<file path="src/rtl/bridge_pkg.sv">
// Shared definitions for the CPU-to-peripheral bridge:
// register offsets, CTRL fields, timer modes and the byte-mask helper.
package bridge_pkg;

  localparam int HWINT_W = 6;

  localparam logic [1:0] OFF_CTRL   = 2'd0;
  localparam logic [1:0] OFF_PRESET = 2'd1;
  localparam logic [1:0] OFF_COUNT  = 2'd2;

  localparam logic [1:0] OFF_PEND = 2'd0;
  localparam logic [1:0] OFF_MASK = 2'd1;

  localparam int CTRL_EN   = 0;
  localparam int CTRL_MODE = 1;
  localparam int CTRL_IM   = 3;

  typedef enum logic [1:0] {
    MODE_ONESHOT = 2'd0,
    MODE_RELOAD  = 2'd1,
    MODE_RSV2    = 2'd2,
    MODE_RSV3    = 2'd3
  } mode_e;

  function automatic logic [31:0] byte_mask(
    input logic [3:0] m
  );
    return {{8{m[3]}}, {8{m[2]}},
            {8{m[1]}}, {8{m[0]}}};
  endfunction

endpackage

</file>
<file path="src/rtl/bridge_n_timer_ch.sv">
// One timer channel: CTRL/PRESET/COUNT registers,
// down-counting and the registered expiry event.
module timer_ch
  import bridge_pkg::*;
(
  input  logic        clk_i,
  input  logic        rst_ni,
  input  logic        sel_i,
  input  logic        we_i,
  input  logic [1:0]  off_i,
  input  logic [31:0] wdata_i,
  input  logic [31:0] bmask_i,
  output logic [31:0] rdata_o,
  output logic        event_o
);

  logic        en_q, en_d;
  logic        im_q, im_d;
  mode_e       mode_q, mode_d;
  logic [31:0] preset_q, preset_d;
  logic [31:0] count_q, count_d;
  logic        ev_q, ev_d;

  logic        ctrl_wr;
  logic        pre_wr;
  logic        expire;
  logic [3:0]  ctrl_m;
  logic [31:0] pre_m;

  always_comb begin
    ctrl_wr = we_i && (off_i == OFF_CTRL);
    pre_wr  = we_i && (off_i == OFF_PRESET);
    ctrl_m  = ({im_q, mode_q, en_q} & ~bmask_i[3:0])
            | (wdata_i[3:0] & bmask_i[3:0]);
    pre_m   = (preset_q & ~bmask_i)
            | (wdata_i & bmask_i);
    // a PRESET load pre-empts the 1->0 step
    expire  = en_q && (count_q == 32'd1) && !pre_wr;

    en_d     = en_q;
    im_d     = im_q;
    mode_d   = mode_q;
    preset_d = preset_q;
    count_d  = count_q;
    ev_d     = expire && im_q;

    if (ctrl_wr) begin
      en_d   = ctrl_m[CTRL_EN];
      mode_d = mode_e'(ctrl_m[CTRL_MODE +: 2]);
      im_d   = ctrl_m[CTRL_IM];
    end else if (expire && mode_q != MODE_RELOAD) begin
      en_d = 1'b0;
    end

    if (pre_wr) begin
      preset_d = pre_m;
      count_d  = pre_m;
    end else if (en_q && count_q != 32'd0) begin
      count_d = count_q - 32'd1;
    end else if (en_q && mode_q == MODE_RELOAD) begin
      count_d = preset_q;
    end
  end

  always_ff @(posedge clk_i) begin
    if (!rst_ni) begin
      en_q     <= 1'b0;
      im_q     <= 1'b0;
      mode_q   <= MODE_ONESHOT;
      preset_q <= '0;
      count_q  <= '0;
      ev_q     <= 1'b0;
    end else begin
      en_q     <= en_d;
      im_q     <= im_d;
      mode_q   <= mode_d;
      preset_q <= preset_d;
      count_q  <= count_d;
      ev_q     <= ev_d;
    end
  end

  always_comb begin
    rdata_o = '0;
    if (sel_i) begin
      unique case (1'b1)
        off_i == OFF_CTRL:
          rdata_o = {28'd0, im_q, mode_q, en_q};
        off_i == OFF_PRESET:
          rdata_o = preset_q;
        off_i == OFF_COUNT:
          rdata_o = count_q;
        default:
          rdata_o = '0;
      endcase
    end
  end

  assign event_o = ev_q;

endmodule

</file>
<file path="src/rtl/bridge_n.sv">
// Bridge top: address decode, timer channels, interrupt
// controller (PEND/MASK) and the registered read port.
module bridge_n
  import bridge_pkg::*;
#(
  parameter int          NUM_TIMERS = 2,
  parameter int          NUM_EXT    = 1,
  parameter logic [31:0] TIMER_BASE = 32'h0000_7f00,
  parameter logic [31:0] IC_BASE    = 32'h0000_7f80
) (
  input  logic               Clk,
  input  logic               Rst,
  input  logic [31:0]        PrAddr,
  input  logic [31:0]        PrWData,
  input  logic [3:0]         PrMask,
  input  logic               PrWrite,
  input  logic               PrRead,
  input  logic [NUM_EXT-1:0] ExtInt,
  output logic [31:0]        PrRData,
  output logic               PrRValid,
  output logic [HWINT_W-1:0] HWInt
);

  logic [31:0] bm;
  logic [1:0]  off;
  logic        unused_addr;

  assign bm          = byte_mask(PrMask);
  assign off         = PrAddr[3:2];
  assign unused_addr = ^PrAddr[1:0];

  logic [NUM_TIMERS-1:0] t_ev;
  logic [31:0]           t_rd [NUM_TIMERS];

  for (genvar i = 0; i < NUM_TIMERS; i++) begin : g_tmr
    localparam logic [27:0] BLK =
      TIMER_BASE[31:4] + 28'(i);
    logic hit;
    assign hit = (PrAddr[31:4] == BLK);
    timer_ch u_ch (
      .clk_i   (Clk),
      .rst_ni  (Rst),
      .sel_i   (hit),
      .we_i    (hit && PrWrite),
      .off_i   (off),
      .wdata_i (PrWData),
      .bmask_i (bm),
      .rdata_o (t_rd[i]),
      .event_o (t_ev[i])
    );
  end

  logic [NUM_EXT-1:0] sync_q;
  logic [NUM_EXT-1:0] prev_q;
  logic [NUM_EXT-1:0] ext_ev;

  assign ext_ev = sync_q & ~prev_q;

  logic [HWINT_W-1:0] src;

  always_comb begin
    src = '0;
    for (int i = 0; i < NUM_TIMERS; i++)
      src[i] = t_ev[i];
    for (int j = 0; j < NUM_EXT; j++)
      src[NUM_TIMERS + j] = ext_ev[j];
  end

  logic               ic_hit;
  logic [HWINT_W-1:0] pend_q, pend_d;
  logic [HWINT_W-1:0] mask_q, mask_d;
  logic [HWINT_W-1:0] clr;

  assign ic_hit = (PrAddr[31:4] == IC_BASE[31:4]);

  always_comb begin
    clr    = '0;
    mask_d = mask_q;
    if (PrWrite && ic_hit && off == OFF_PEND)
      clr = PrWData[HWINT_W-1:0] & bm[HWINT_W-1:0];
    if (PrWrite && ic_hit && off == OFF_MASK)
      mask_d = (mask_q & ~bm[HWINT_W-1:0])
             | (PrWData[HWINT_W-1:0] & bm[HWINT_W-1:0]);
    // a new event beats a same-cycle clear
    pend_d = (pend_q & ~clr) | src;
  end

  logic [31:0] rd_mux;
  logic [31:0] rdata_q;
  logic        rvalid_q;

  always_comb begin
    rd_mux = '0;
    for (int i = 0; i < NUM_TIMERS; i++)
      rd_mux = rd_mux | t_rd[i];
    if (ic_hit) begin
      unique case (1'b1)
        off == OFF_PEND:
          rd_mux = {{(32-HWINT_W){1'b0}}, pend_q};
        off == OFF_MASK:
          rd_mux = {{(32-HWINT_W){1'b0}}, mask_q};
        default:
          rd_mux = '0;
      endcase
    end
  end

  always_ff @(posedge Clk) begin
    if (!Rst) begin
      sync_q   <= '0;
      prev_q   <= '0;
      pend_q   <= '0;
      mask_q   <= '0;
      rdata_q  <= '0;
      rvalid_q <= 1'b0;
    end else begin
      sync_q   <= ExtInt;
      prev_q   <= sync_q;
      pend_q   <= pend_d;
      mask_q   <= mask_d;
      rvalid_q <= PrRead;
      if (PrRead)
        rdata_q <= rd_mux;
    end
  end

  assign PrRData  = rdata_q;
  assign PrRValid = rvalid_q;
  assign HWInt    = pend_q & mask_q;

endmodule

</file>
<file path="config.mk">
export PLATFORM = sky130hd
export DESIGN_NAME = bridge_n
export DESIGN_NICKNAME = d
export VERILOG_FILES = /design/src/rtl/bridge_pkg.sv /design/src/rtl/bridge_n_timer_ch.sv /design/src/rtl/bridge_n.sv
export SDC_FILE = /design/constraint.sdc
export NUM_CORES = 1
export LEC_CHECK = 0
export BUFFER_PORTS_ARGS = -buffer_cell sky130_fd_sc_hd__buf_2
export CAP_MARGIN = 10
export CORE_UTILIZATION = 30
export DETAILED_ROUTE_END_ITERATION = 8
export GPL_ROUTABILITY_DRIVEN = 0
export SYNTH_ARGS = -nofsm -noshare
export SYNTH_HDL_FRONTEND = slang
export SYNTH_SLANG_ARGS = --single-unit
</file>
<file path="constraint.sdc">
create_clock -name Clk -period 6 [get_ports Clk]
set_input_delay 0.6 -clock Clk [delete_from_list [all_inputs] [get_ports Clk]]
set_output_delay 0.6 -clock Clk [all_outputs]
set_load 0.01 [all_outputs]
</file>
# Yosys cells after proc, flatten, opt, wreduce, memory -nomap -nowiden
# Index checks and enable logic that the tools add are counted.
[word_totals]
in_bits = 73
word_cells = 101
reg_bits = 185
out_inout_bits = 39
[op_classes]
n_bitwise = 23
n_eq_ne = 11
add_sub_neg = 2
mux = 17
reduce_logical = 30
[op_table]
columns = ["operator", "count"]
rows = [
  ["32-bit two-way mux", 9],
  ["32-bit case mux with 3 select lines", 2],
  ["32-bit AND", 3],
  ["32-bit OR", 3],
  ["28-bit by 11-bit equality test with 1-bit output, second input constant", 3],
  ["32-bit by 1-bit equality test with 1-bit output, second input constant", 2],
  ["32-bit nonzero test", 2],
  ["32-bit by 1-bit subtractor with 32-bit output, second input constant", 2],
  ["32-bit inverter", 1],
  ["6-bit AND", 4],
  ["1-bit logical AND", 21],
  ["4-bit AND", 3],
  ["6-bit inverter", 2],
  ["6-bit case mux with 2 select lines", 1],
  ["4-bit OR", 2],
  ["2-bit by 1-bit equality test with 1-bit output, second input constant", 3],
  ["6-bit two-way mux", 1],
  ["6-bit by 3-bit OR with 6-bit output", 1],
  ["6-bit OR", 1],
  ["3-bit nonzero test", 2],
  ["1-bit two-way mux", 4],
  ["2-bit by 1-bit inequality test with 1-bit output, second input constant", 2],
  ["4-bit inverter", 1],
  ["2-bit nonzero test", 2],
  ["other kinds (5)", 6],
]

# Logic depth before layout (Yosys ltp)
[depth]
word_depth = 8
mapped_depth = 10
mapped_depth_nobuf = 8

# Modules after synthesis
# Synthesis repeated with hierarchy kept, for this count alone.
[unflattened]
cells_unflattened = 1476
area_unflattened_um2 = 11188.2
[by_module_without_submodules]
columns = ["mod", "cells_per_inst", "seq_area_each_um2", "n_inst", "area_each_um2"]
rows = [
  ["timer_ch", 620, 1381.3, 2, 4560.6],
  ["bridge_n", 236, 940.9, 1, 2067.0],
]

# Worst setup path after synthesis
# Ideal clock, no wire load.
[synth_timing]
path_type = "input port to flip-flop"
start = "input port PrAddr[6]"
end = "register g_tmr[1].u_ch.preset_q[17]"
n_path_buf = 3
path_slack_ns = 3.137
arrival_time_ns = 2.736
stages = 8
setup_time_ns = 0.128
required_ns = 5.872
cell_sequence = "or4b_2 -> nor4b_1 -> buf_2 -> nand3_1 -> clkbuf_1 -> clkbuf_1 -> a21oi_1 -> nor2_1"
[synth_via]
elab_chain_len = 3
[synth_lines]
columns = ["element", "line_no", "source"]
rows = [
  ["from (decl)", "bridge_n.sv:13", "input logic [31:0] PrAddr,"],
  ["28-bit by 11-bit equality test with 1-bit output", "bridge_n.sv:39", "assign hit = (PrAddr[31:4] == BLK);"],
  ["1-bit logical AND", "bridge_n.sv:44", ".we_i (hit && PrWrite),"],
  ["1-bit logical AND", "bridge_n_timer_ch.sv:32", "pre_wr = we_i && (off_i == OFF_PRESET);"],
  ["to (signal assigned)", "bridge_n_timer_ch.sv:77", "preset_q <= preset_d;"],
  ["to (decl)", "bridge_n_timer_ch.sv:20", "logic [31:0] preset_q, preset_d;"],
]
# No other way between the ends.
# A chain may end at the register's enable or synchronous reset.

# Final worst setup path
[layout_timing]
start = "register g_tmr[1].u_ch.count_q[11]"
end = "register g_tmr[1].u_ch.count_q[23]"
[layout_via]
elab_chain_len = 4
word_cells_on_any_way = 6
classes_between = "add/sub (1); mux (2); reduce/logical (3)"
[layout_lines]
columns = ["element", "line_no", "source"]
rows = [
  ["from (decl)", "bridge_n_timer_ch.sv:21", "logic [31:0] count_q, count_d;"],
  ["from (signal assigned)", "bridge_n_timer_ch.sv:78", "count_q <= count_d;"],
  ["parallel branches: the longest is 4 deep, another holds 32-bit by 1-bit subtractor with 32-bit output", "--", ""],
]
# Parallel ways; which one is timed is not known.

==> results_dict.tcl <==
set metrics [dict create \
    status "complete, no violations" \
    drv_slew 0 \
    synth_edf_count 0 \
    die_h_um 189.7 \
    port_buffers 109 \
    drive_gt1_share_pct 14.61 \
    finalCritPeriodShare_pct 67.08 \
    antenna_found_initial 2 \
    critical_path.max_stage_delay_ns 0.94 \
    cts_tree "yes" \
    viasPerCell 6.110 \
    die_w_um 189.7 \
    end_kind "register" \
    grt_pass1_vias 10680 \
    rsz0062_at_grt "no" \
    synth_cell_type_count 78 \
    crit_type "register to register" \
    setup-violations-final 0 \
    drtIter0Drc 1187 \
    synth_nets 1449 \
    clock-sinks 185 \
    power_density_nw_per_um2 223.6 \
    grtUsageTotal_pct 22.53 \
    fin_crit_ns 4.025 \
    boundaryPins 112 \
    avgRoutedWirePerCell_um 21.95 \
    cts_resized 0 \
    hold_buffers 0 \
    clockRootBuffer "clkbuf_16" \
    crit_chain "or4_4, or3_1, o41a_1, nand2_1, o221ai_1, a221oi_1" \
    fin_skew_ns 0.01485 \
    drt-total-wl_um 40960 \
    worst_pin_slew_ns 1.121 \
    crit_fanout 20 \
    drtAntennaViolNets 0 \
    post_cts_buffers 0 \
    grt_overflow 0 \
    synth_most_common_cell "dfxtp_1" \
    synth_top_area_share_pct 35.03 \
    synth-main-ff-cell "dfxtp_1" \
    clk_latency_ns 0.46 \
    fmax_mhz 248.5 \
    dr_total_vias 11400 \
    clk_pin_slew_worst_paths_ns 0.08 \
    grt_pass1_wl_um 62890 \
    fin_area_um2 12000 \
    yosysTopAreaCell "dfxtp_1" \
    synth_cells 1370 \
    hold_path_class "input port to register" \
    setup_tns_ns 0 \
    cp_data_arrival_time_ns 4.37 \
    synthTopCellsByArea "dfxtp_1 35%, nand2_1 6.0%, a21oi_1 5.9%" \
    nets 1476 \
    finalHoldViolCount 0 \
    seq_area_frac_synth_pct 35.03 \
    die-area_um2 36000 \
    crit_path_start_kind "register" \
    cts_made_buffers 17 \
    crit_slowest_cell "nand2_1" \
    peakVddDrop_mv 0.2061 \
    cts_max_level 4 \
    synthTopCellsByCount "185 x dfxtp_1, 169 x nand2_1, 125 x a21oi_1" \
    core_area_um2 34630 \
    yosys_warnings 0 \
    syn_avg_cell_area_um2 7.717 \
    dp_hpwl_um 27330 \
    max-cap-violations 0 \
    drc 0 \
    syn_to_final_growth_pct 13.49 \
    synth_area_um2 10570 \
    initial_core_util_pct 30.53 \
    dr.pass1.iters 6 \
    ys_ff_latch 185 \
    cp.required_ns 6.35 \
    power.leakage_nw 4.185 \
    grt_max_degree 77 \
    rows 68 \
    async_reset_ff_share_pct 0 \
    clockBufferDepth 2 \
    fill_cells 3587 \
    postPlaceCellArea_um2 11350 \
    maxSlewHeadroom_pct 24.23 \
    rrSetupSlack_ns 1.98 \
]
[path summary, 6_finish.rpt]
| check | startpoint | endpoint | cells after the start |
|---|---|---|---|
| setup reg to reg | g_tmr[1].u_ch.count_q[11] | g_tmr[1].u_ch.count_q[23] | 6 |
| hold / removal | ExtInt | sync_q | 2 |
| setup / recovery | g_tmr[1].u_ch.count_q[11] | g_tmr[1].u_ch.count_q[23] | 6 |
| hold reg to reg | g_tmr[1].u_ch.event_o | pend_q[1] | 2 |
[where the power goes]
part	switching, mW	internal, mW
Combinational	0.125	0.0495
Clock	0.540	0.725
Sequential	0.00557	1.24
[worst max-delay path: cells and delay by family (launching register included)]
family	cells	cell delay, ns
AO/OA/AOI/OAI	3	1.45
flip-flops	1	0.37
AND/OR/NAND/NOR	3	2.09
[layer usage]
layer,global-route usage [%],part of all wire (%)
met5,0,0.027
met2,34.74,45
met4,10.64,3.9
met3,4.206,8.2
met1,30.22,43
[sequential cells by signal, summed over array words and instances, names as in the netlist, 2 cells and up, named ones only]
signal and count:
PrRData 32, g_tmr.u_ch.count_q 64, g_tmr.u_ch.en_q 2, g_tmr.u_ch.event_o 2
g_tmr.u_ch.preset_q 64, pend_q 6
[kinds of logic (layout without fill, tap and decap cells)]
family | after synthesis | after routing | synth area share (%)
compound gates | 438 | 438 | 27.46
simple gates | 531 | 531 | 24.82
mux | 43 | 43 | 4.272
other cells | 0 | 1 | 0
buf+inv | 143 | 183 | 5.728
flops | 185 | 185 | 35.03
fa+ha+maj | 6 | 6 | 0.7100
xor+xnor | 24 | 24 | 1.988
[through the flow]
step	hold WS, ns	utilization, %	setup WS (ns)	power [mW]	cells
finish	0.3738	34.65	1.975	2.684	1866
global route	0.3940	34.65	1.872	2.745	1866
CTS	0.3697	34.64	2.102	2.688	1865
detailed placement	0.4260	32.78	1.848	1.444	1833
global placement	0.4187	32.78	1.890	1.443	1833
floorplan	0.4108	-	3.137	1.354	1370
[cells in the final DEF, fill, tap and decap left out, types with 14 or more instances in the layout]
master,n
a22oi_1,57
or4_1,16
mux2i_1,26
o221ai_1,44
o21ai_0,83
or3_1,16
buf_4,20
a21oi_1,125
nor3_1,57
clkbuf_16,17
buf_2,109
nand3_1,53
inv_1,21
and2_1,14
o31ai_1,20
nand2_1,169
mux2_2,17
nor4_1,34
dfxtp_1,185
xor2_1,17
nand4_1,20
o22ai_1,30
nor2_1,103
[layout make-up]
type                       count  area, µm²  area share, %
antenna                        1      2.502        0.02086
clock buffer                  19      452.9          3.775
clock inverter                13      191.4          1.595
inverter                      22      85.08         0.7091
multi-input combinational   1042       6299          52.49
sequential                   185       3704          30.87
tap                          455      569.3          4.745
timing repair buffer         129      695.7          5.798
No activity file was read; power rests on OpenSTA's default activity.
